## src/rtl/charge_session_if.sv

```systemverilog
// Panel-to-sequencer bundle: single-cycle panel pulses in, registered session status out.
interface charge_session_if;
  logic       power_on;
  logic       power_off;
  logic       card_in;
  logic       key_one;
  logic       key_ten;
  logic       key_start;
  logic       key_cancel;
  logic [2:0] state;
  logic       work;
  logic       hold_in;
  logic [1:0] mode;
  logic [4:0] amount;
  logic [7:0] remaining;
  logic       charging;
  logic       done_pulse;

  modport master (
    output power_on, power_off, card_in, key_one, key_ten, key_start, key_cancel,
    input  state, work, hold_in, mode, amount, remaining, charging, done_pulse
  );

  modport slave (
    input  power_on, power_off, card_in, key_one, key_ten, key_start, key_cancel,
    output state, work, hold_in, mode, amount, remaining, charging, done_pulse
  );
endinterface

```

## src/rtl/charge_session_ctrl.sv

```systemverilog
// Charging-pile session sequencer: OFF -> READY -> SELECT -> CHARGE -> DONE, 1 s tick prescaler.
// Optional SELECT inactivity timeout enabled by defining SELECT_TIMEOUT_EN.
module charge_session_ctrl #(
  parameter int unsigned TICK_DIV     = 100000000,
  parameter int unsigned SEC_PER_UNIT = 3,
  parameter int unsigned MAX_AMOUNT   = 20,
  parameter int unsigned DONE_SEC     = 2,
  parameter int unsigned TIMEOUT_SEC  = 10
) (
  input  logic            clk,
  input  logic            reset,
  charge_session_if.slave bus
);
  typedef enum logic [2:0] {
    S_OFF    = 3'b000,
    S_READY  = 3'b001,
    S_SELECT = 3'b010,
    S_CHARGE = 3'b011,
    S_DONE   = 3'b100
  } state_e;

  localparam int unsigned PW      = (TICK_DIV > 1) ? $clog2(TICK_DIV) : 1;
  localparam int unsigned SEC_MAX = (TIMEOUT_SEC > DONE_SEC) ? TIMEOUT_SEC : DONE_SEC;
  localparam int unsigned SW      = (SEC_MAX > 1) ? $clog2(SEC_MAX + 1) : 1;
  localparam logic [PW-1:0] PRESC_LAST = PW'(TICK_DIV - 1);
  localparam logic [SW-1:0] DONE_LAST  = SW'(DONE_SEC - 1);
`ifdef SELECT_TIMEOUT_EN
  localparam logic [SW-1:0] TO_LAST    = SW'(TIMEOUT_SEC - 1);
`endif

  function automatic logic [4:0] sat_add(input logic [4:0] a, input logic one, input logic ten);
    logic [5:0] sum;
    sum = {1'b0, a} + (one ? 6'd1 : 6'd0) + (ten ? 6'd10 : 6'd0);
    return (sum > 6'(MAX_AMOUNT)) ? 5'(MAX_AMOUNT) : sum[4:0];
  endfunction

  function automatic logic [7:0] charge_secs(input logic [4:0] a);
    return 8'(16'(a) * 16'(SEC_PER_UNIT));
  endfunction

  state_e        state_q, state_d;
  logic [4:0]    amount_q, amount_d;
  logic [7:0]    remaining_q, remaining_d;
  logic [1:0]    mode_q, mode_d;
  logic [PW-1:0] presc_q, presc_d;
  logic [SW-1:0] sec_q, sec_d;
  logic          work_q, hold_in_q, charging_q, done_pulse_q;
  logic          tick, presc_run, key_clr;

  always_comb begin
    state_d     = state_q;
    amount_d    = amount_q;
    remaining_d = remaining_q;
    mode_d      = mode_q;
    sec_d       = sec_q;
    presc_d     = '0;
    presc_run   = 1'b0;
    key_clr     = 1'b0;
    tick        = (presc_q == PRESC_LAST);

    case (state_q)
      S_OFF: begin
        if (bus.power_on) state_d = S_READY;
      end
      S_READY: begin
        if (bus.card_in) begin
          state_d  = S_SELECT;
          amount_d = '0;
          mode_d   = 2'b00;
        end
      end
      S_SELECT: begin
        if (bus.key_cancel) begin
          state_d  = S_READY;
          amount_d = '0;
          mode_d   = 2'b00;
        end else if (bus.key_start && (amount_q != '0)) begin
          state_d     = S_CHARGE;
          remaining_d = charge_secs(amount_q);
        end else if (bus.key_one || bus.key_ten) begin
          amount_d = sat_add(amount_q, bus.key_one, bus.key_ten);
          mode_d   = bus.key_ten ? 2'b10 : 2'b01;
        end
`ifdef SELECT_TIMEOUT_EN
        presc_run = 1'b1;
        // Any add/start activity restarts the inactivity window.
        if (bus.key_one || bus.key_ten || bus.key_start) begin
          key_clr = 1'b1;
        end else if (tick) begin
          if (sec_q == TO_LAST) begin
            state_d  = S_READY;
            amount_d = '0;
            mode_d   = 2'b00;
          end else begin
            sec_d = sec_q + SW'(1);
          end
        end
`endif
      end
      S_CHARGE: begin
        presc_run = 1'b1;
        if (bus.key_cancel) begin
          state_d = S_DONE;
        end else if (tick) begin
          if (remaining_q <= 8'd1) begin
            remaining_d = '0;
            state_d     = S_DONE;
          end else begin
            remaining_d = remaining_q - 8'd1;
          end
        end
      end
      S_DONE: begin
        presc_run = 1'b1;
        if (bus.key_cancel || (tick && (sec_q == DONE_LAST))) begin
          state_d     = S_READY;
          amount_d    = '0;
          remaining_d = '0;
          mode_d      = 2'b00;
        end else if (tick) begin
          sec_d = sec_q + SW'(1);
        end
      end
      default: state_d = S_OFF;
    endcase

    if (bus.power_off) begin
      state_d     = S_OFF;
      amount_d    = '0;
      remaining_d = '0;
      mode_d      = 2'b00;
    end

    // Prescaler and second counter restart on every state change.
    if ((state_d != state_q) || key_clr) begin
      presc_d = '0;
      sec_d   = '0;
    end else if (presc_run) begin
      presc_d = tick ? '0 : presc_q + PW'(1);
    end
  end

  always_ff @(posedge clk or posedge reset) begin
    if (reset) begin
      state_q      <= S_OFF;
      amount_q     <= '0;
      remaining_q  <= '0;
      mode_q       <= 2'b00;
      presc_q      <= '0;
      sec_q        <= '0;
      work_q       <= 1'b0;
      hold_in_q    <= 1'b0;
      charging_q   <= 1'b0;
      done_pulse_q <= 1'b0;
    end else begin
      state_q      <= state_d;
      amount_q     <= amount_d;
      remaining_q  <= remaining_d;
      mode_q       <= mode_d;
      presc_q      <= presc_d;
      sec_q        <= sec_d;
      work_q       <= (state_d != S_OFF);
      hold_in_q    <= (state_d == S_SELECT) || (state_d == S_CHARGE) || (state_d == S_DONE);
      charging_q   <= (state_d == S_CHARGE);
      done_pulse_q <= (state_d == S_DONE) && (state_q != S_DONE);
    end
  end

  assign bus.state      = state_q;
  assign bus.work       = work_q;
  assign bus.hold_in    = hold_in_q;
  assign bus.mode       = mode_q;
  assign bus.amount     = amount_q;
  assign bus.remaining  = remaining_q;
  assign bus.charging   = charging_q;
  assign bus.done_pulse = done_pulse_q;
endmodule

```

## src/flat_wrapper.sv

```systemverilog
// flat-port wrapper written by rule: the top's interface ports become plain ports
module charge_session_ctrl_flat 
#(
  parameter int unsigned TICK_DIV     = 100000000,
  parameter int unsigned SEC_PER_UNIT = 3,
  parameter int unsigned MAX_AMOUNT   = 20,
  parameter int unsigned DONE_SEC     = 2,
  parameter int unsigned TIMEOUT_SEC  = 10
)
  (clk, reset, bus_power_on, bus_power_off, bus_card_in, bus_key_one, bus_key_ten, bus_key_start, bus_key_cancel, bus_state, bus_work, bus_hold_in, bus_mode, bus_amount, bus_remaining, bus_charging, bus_done_pulse);
  charge_session_if bus_i ();
  input  logic clk;
  input  logic reset;
  input wire logic [$bits(bus_i.power_on)-1:0] bus_power_on;
  input wire logic [$bits(bus_i.power_off)-1:0] bus_power_off;
  input wire logic [$bits(bus_i.card_in)-1:0] bus_card_in;
  input wire logic [$bits(bus_i.key_one)-1:0] bus_key_one;
  input wire logic [$bits(bus_i.key_ten)-1:0] bus_key_ten;
  input wire logic [$bits(bus_i.key_start)-1:0] bus_key_start;
  input wire logic [$bits(bus_i.key_cancel)-1:0] bus_key_cancel;
  output wire logic [$bits(bus_i.state)-1:0] bus_state;
  output wire logic [$bits(bus_i.work)-1:0] bus_work;
  output wire logic [$bits(bus_i.hold_in)-1:0] bus_hold_in;
  output wire logic [$bits(bus_i.mode)-1:0] bus_mode;
  output wire logic [$bits(bus_i.amount)-1:0] bus_amount;
  output wire logic [$bits(bus_i.remaining)-1:0] bus_remaining;
  output wire logic [$bits(bus_i.charging)-1:0] bus_charging;
  output wire logic [$bits(bus_i.done_pulse)-1:0] bus_done_pulse;
  assign bus_i.power_on = bus_power_on;
  assign bus_i.power_off = bus_power_off;
  assign bus_i.card_in = bus_card_in;
  assign bus_i.key_one = bus_key_one;
  assign bus_i.key_ten = bus_key_ten;
  assign bus_i.key_start = bus_key_start;
  assign bus_i.key_cancel = bus_key_cancel;
  assign bus_state = bus_i.state;
  assign bus_work = bus_i.work;
  assign bus_hold_in = bus_i.hold_in;
  assign bus_mode = bus_i.mode;
  assign bus_amount = bus_i.amount;
  assign bus_remaining = bus_i.remaining;
  assign bus_charging = bus_i.charging;
  assign bus_done_pulse = bus_i.done_pulse;
  charge_session_ctrl #(.TICK_DIV(TICK_DIV), .SEC_PER_UNIT(SEC_PER_UNIT), .MAX_AMOUNT(MAX_AMOUNT), .DONE_SEC(DONE_SEC), .TIMEOUT_SEC(TIMEOUT_SEC)) u_core (.clk(clk), .reset(reset), .bus(bus_i));
endmodule
```

## config.mk

```make
export PLATFORM = sky130hd
export DESIGN_NAME = charge_session_ctrl_flat
export DESIGN_NICKNAME = d
export VERILOG_FILES = /design/src/rtl/charge_session_if.sv /design/src/rtl/charge_session_ctrl.sv /design/src/flat_wrapper.sv
export SDC_FILE = /design/constraint.sdc
export NUM_CORES = 1
export LEC_CHECK = 0
export ABC_CLOCK_PERIOD_IN_PS = 2900
export CAP_MARGIN = 5
export CORE_UTILIZATION = 33
export DETAILED_ROUTE_END_ITERATION = 10
export PLACE_DENSITY = 0.61
export SLEW_MARGIN = 20
export SYNTH_ARGS = -nofsm -noshare
export SYNTH_HDL_FRONTEND = slang
export SYNTH_SLANG_ARGS = --single-unit
```

## constraint.sdc

```tcl
create_clock -name clk -period 2.9 [get_ports clk]
set_clock_uncertainty 0.05 [all_clocks]
set_input_delay 0.58 -clock clk [delete_from_list [all_inputs] [get_ports clk]]
set_output_delay 0.58 -clock clk [all_outputs]
set_load 0.01 [all_outputs]
```

==> impl_metrics.json <==
{
  "port-buffer-count": 30,
  "synth_area_per_cell_sq_um": 8.877,
  "start_util": 0.3435,
  "worstPathRequired_ps": 3030,
  "min_period_ps": 2608,
  "synthCells": 380,
  "placeableCoreArea_sq_um": 9819,
  "wl_per_cell_um": 14.25,
  "synth_area_sq_um": 3373,
  "hp-class": "flip-flop to flip-flop",
  "finish.instance_area_sq_um": 3978,
  "ant_nets": 0,
  "ys.flop_type": "dfrtp_1",
  "final_nets": 445,
  "fmax_mhz": 383.4,
  "clk-insertion-delay-late_ps": 310,
  "vias": 2863,
  "track_usage": 0.1610,
  "numCtsBuffers": 5,
  "cts_root_buf": "clkbuf_8",
  "synth_nets": 406,
  "drive_above_1_share": 0.08333,
  "synth_enable_flop_cells": 0,
  "grt_max_degree": 23,
  "power_density_nw_per_um2": 340.7,
  "die_x_um": 103.1,
  "crit_fanout": 17,
  "grt_pass1_wl_um": 13430,
  "drt_iter0_markers": 133,
  "avgViaCountPerCell": 5.177,
  "maxSlewHeadroom": 0.6803,
  "cts.sinks": 53,
  "power_mw": 1.355,
  "wirelength_um": 7880,
  "syn_to_final_growth_pct": 17.92,
  "hold_viol": 0,
  "period_share": 0.8995,
  "fill_cells": 1023,
  "status": "finished clean",
  "path_cells": "or3_4 > or4_4 > nor4_4 > o211a_1 > o21a_4 > a311o_2 > nor2_1",
  "critPathSlowestCell": "or4_4",
  "ys_seq_area_frac": 0.3932,
  "start_kind": "flip-flop",
  "cp_slowest_stage_delay_ps": 550,
  "cts.htree.levels": 2,
  "async_reset_ff_frac": 1.000,
  "drtPass1Iterations": 4,
  "critPathCaptureType": "flip-flop",
  "leakage_nw": 1.649,
  "dp_hpwl_um": 5890,
  "drcViolationCount": 0,
  "yosys_warnings": 0,
  "place.gp.congestion": 0.8967,
  "fin_util": 0.4051,
  "ios": 31,
  "grt_pass1_vias": 2792,
  "ys_types": 59,
  "post_dp_cell_area_sq_um": 3876,
  "crit_type": "flip-flop to flip-flop",
  "overflow": 0,
  "cts_setup_buffers": 0,
  "cts.path.max_buffers": 2,
  "fp-row-count": 36,
  "ir_drop_mv": 0.1690,
  "setup_tns_ps": 0,
  "die_height_um": 103.1,
  "cts_tree": "done",
  "cts_resized": 0,
  "rsz0062_at_grt": "no",
  "maxCapViolations": 0,
  "dieArea_sq_um": 10630,
  "final_cells": 553,
  "worst_pin_slew_ps": 478.9,
  "antenna_found_initial": 0,
  "slew_violations": 0,
  "ys_ff_latch": 53,
  "holdBufCountCts": 0,
  "clk_pin_slew_worst_paths_ps": 110,
  "crit_arrival_ps": 2740,
  "dp_cells": 545,
  "setup_viol": 0,
  "antenna_cells": 0
}
final timing paths:
path                                                startpoint                             end  slack (ps)  cells after the start
max in group asynchronous                                reset     u_core.sec_q[1]$_DFFE_PP0P_        1610                      3
min reg2reg                     u_core.bus.mode[1]$_DFFE_PP0P_  u_core.bus.mode[1]$_DFFE_PP0P_         440                      2
max                        u_core.bus.remaining[4]$_DFFE_PP0P_    u_core.presc_q[15]$_DFF_PP0_         290                      7
min in group asynchronous                                reset  u_core.bus.mode[0]$_DFFE_PP0P_         550                      2
max reg2reg                u_core.bus.remaining[4]$_DFFE_PP0P_    u_core.presc_q[15]$_DFF_PP0_         290                      7
min                             u_core.bus.mode[1]$_DFFE_PP0P_  u_core.bus.mode[1]$_DFFE_PP0P_         440                      2
worst max-delay path, delay by kind of cell (launching register included):
family	cells	cell delay (ps)
AOI/OAI and AO/OA	3	700
DFF	1	450
and+or+nand+nor	4	1260
flip-flops by register name, summed over array words and instances (netlist names):
register	count
u_core.bus.state	3
u_core.bus.done_pulse	1
u_core.bus.amount	5
u_core.sec_q	4
u_core.bus.charging	1
u_core.bus.mode	2
u_core.bus.hold_in	1
u_core.bus.remaining	8
u_core.bus.work	1
u_core.presc_q	27
layout make-up:
type | instances | area (sq um) | area share
Multi-Input combinational cell | 302 | 1926 | 0.4841
Sequential cell | 53 | 1326 | 0.3334
Timing Repair Buffer | 45 | 412.9 | 0.1038
Tap cell | 133 | 166.4 | 0.04184
Clock buffer | 7 | 96.34 | 0.02422
Inverter | 12 | 45.04 | 0.01132
Clock inverter | 1 | 5.005 | 0.001258
layer usage:
layer	global-route usage	up-vias	share of wire
li1	-	1425	-
met1	0.2093	1382	0.46
met2	0.2821	48	0.50
met3	0.02305	8	0.028
met4	0.03792	0	0.014
met5	0	-	0
report_power, final:
group	total, mW	switching, mW	internal (mW)	leakage, nW
sequential	0.750	0.00505	0.745	0.738
clock	0.464	0.247	0.217	0.0542
combinational	0.141	0.0848	0.0564	0.857
through the flow:
stage                     worst slack [ps]  hold WS (ps)
after detailed placement             129.6         422.3
after floorplan                      387.6         398.9
after global routing                 135.3         488.3
final                                291.5         441.4
after CTS                            270.5         449.8
after global placement               166.2         420.6
cell usage in the layout (no fill, tap or decap), drive strengths merged, types with 4 or more instances in the layout:
cell           netlist  layout
xor2                19      19
inv                 12      12
dfrtp               53      53
o21ai               16      16
nor2b                7       7
o31ai                5       5
or3                  4       4
a21oi               16      16
nand3               15      15
ha                  15      15
nand4               11      11
nor2                62      62
buf                  6      15
nor3b                4       4
clkbuf               7       7
and4                 4       4
nor4                 6       6
a211oi               4       4
a31oi                4       4
o32ai                4       4
clkdlybuf4s50        0      30
and3                 7       7
nor3                 8       8
nand2b               5       5
xnor2               14      14
nand2               34      34
logic make-up after synthesis:
group | count (synthesis) | synth area share
AND/OR/NAND/NOR | 181 | 0.2752
AO/OA/AOI/OAI | 71 | 0.1424
flip-flops | 53 | 0.3932
buffers and inverters | 25 | 0.03598
XOR/XNOR | 33 | 0.08568
adder cells (fa/ha/maj) | 17 | 0.06751
synthesized netlist by cell type (2+ instances only):
cell type / count / area (sq um)
nor3b_1: 3 / 22.52
a31oi_1: 4 / 25.02
o31ai_1: 5 / 37.54
a21o_1: 2 / 15.01
clkbuf_1: 7 / 26.28
fa_1: 2 / 40.04
and3_1: 7 / 43.79
nor3_1: 7 / 35.03
nor2b_1: 7 / 43.79
xnor2_1: 14 / 122.6
o22ai_1: 3 / 18.77
nand3_1: 15 / 75.07
dfrtp_1: 53 / 1326
nor4b_1: 2 / 17.52
ha_1: 15 / 187.7
nand2b_1: 5 / 31.28
nand2_1: 34 / 127.6
a21oi_1: 16 / 80.08
inv_1: 12 / 45.04
o211ai_1: 2 / 15.01
buf_2: 3 / 15.01
and4_1: 4 / 35.03
o21ai_1: 2 / 10.01
a211oi_1: 4 / 30.03
nand4_1: 11 / 68.82
nor4_1: 5 / 31.28
o21ai_0: 13 / 65.06
nand3b_1: 3 / 22.52
a22oi_1: 2 / 15.01
o32ai_1: 4 / 35.03
o21a_1: 2 / 15.01
and2_1: 2 / 12.51
o211a_1: 2 / 20.02
or3_1: 3 / 18.77
nor2_1: 62 / 232.7
xor2_1: 19 / 166.4
or2_2: 2 / 12.51
No activity file was read; power rests on OpenSTA's default activity.
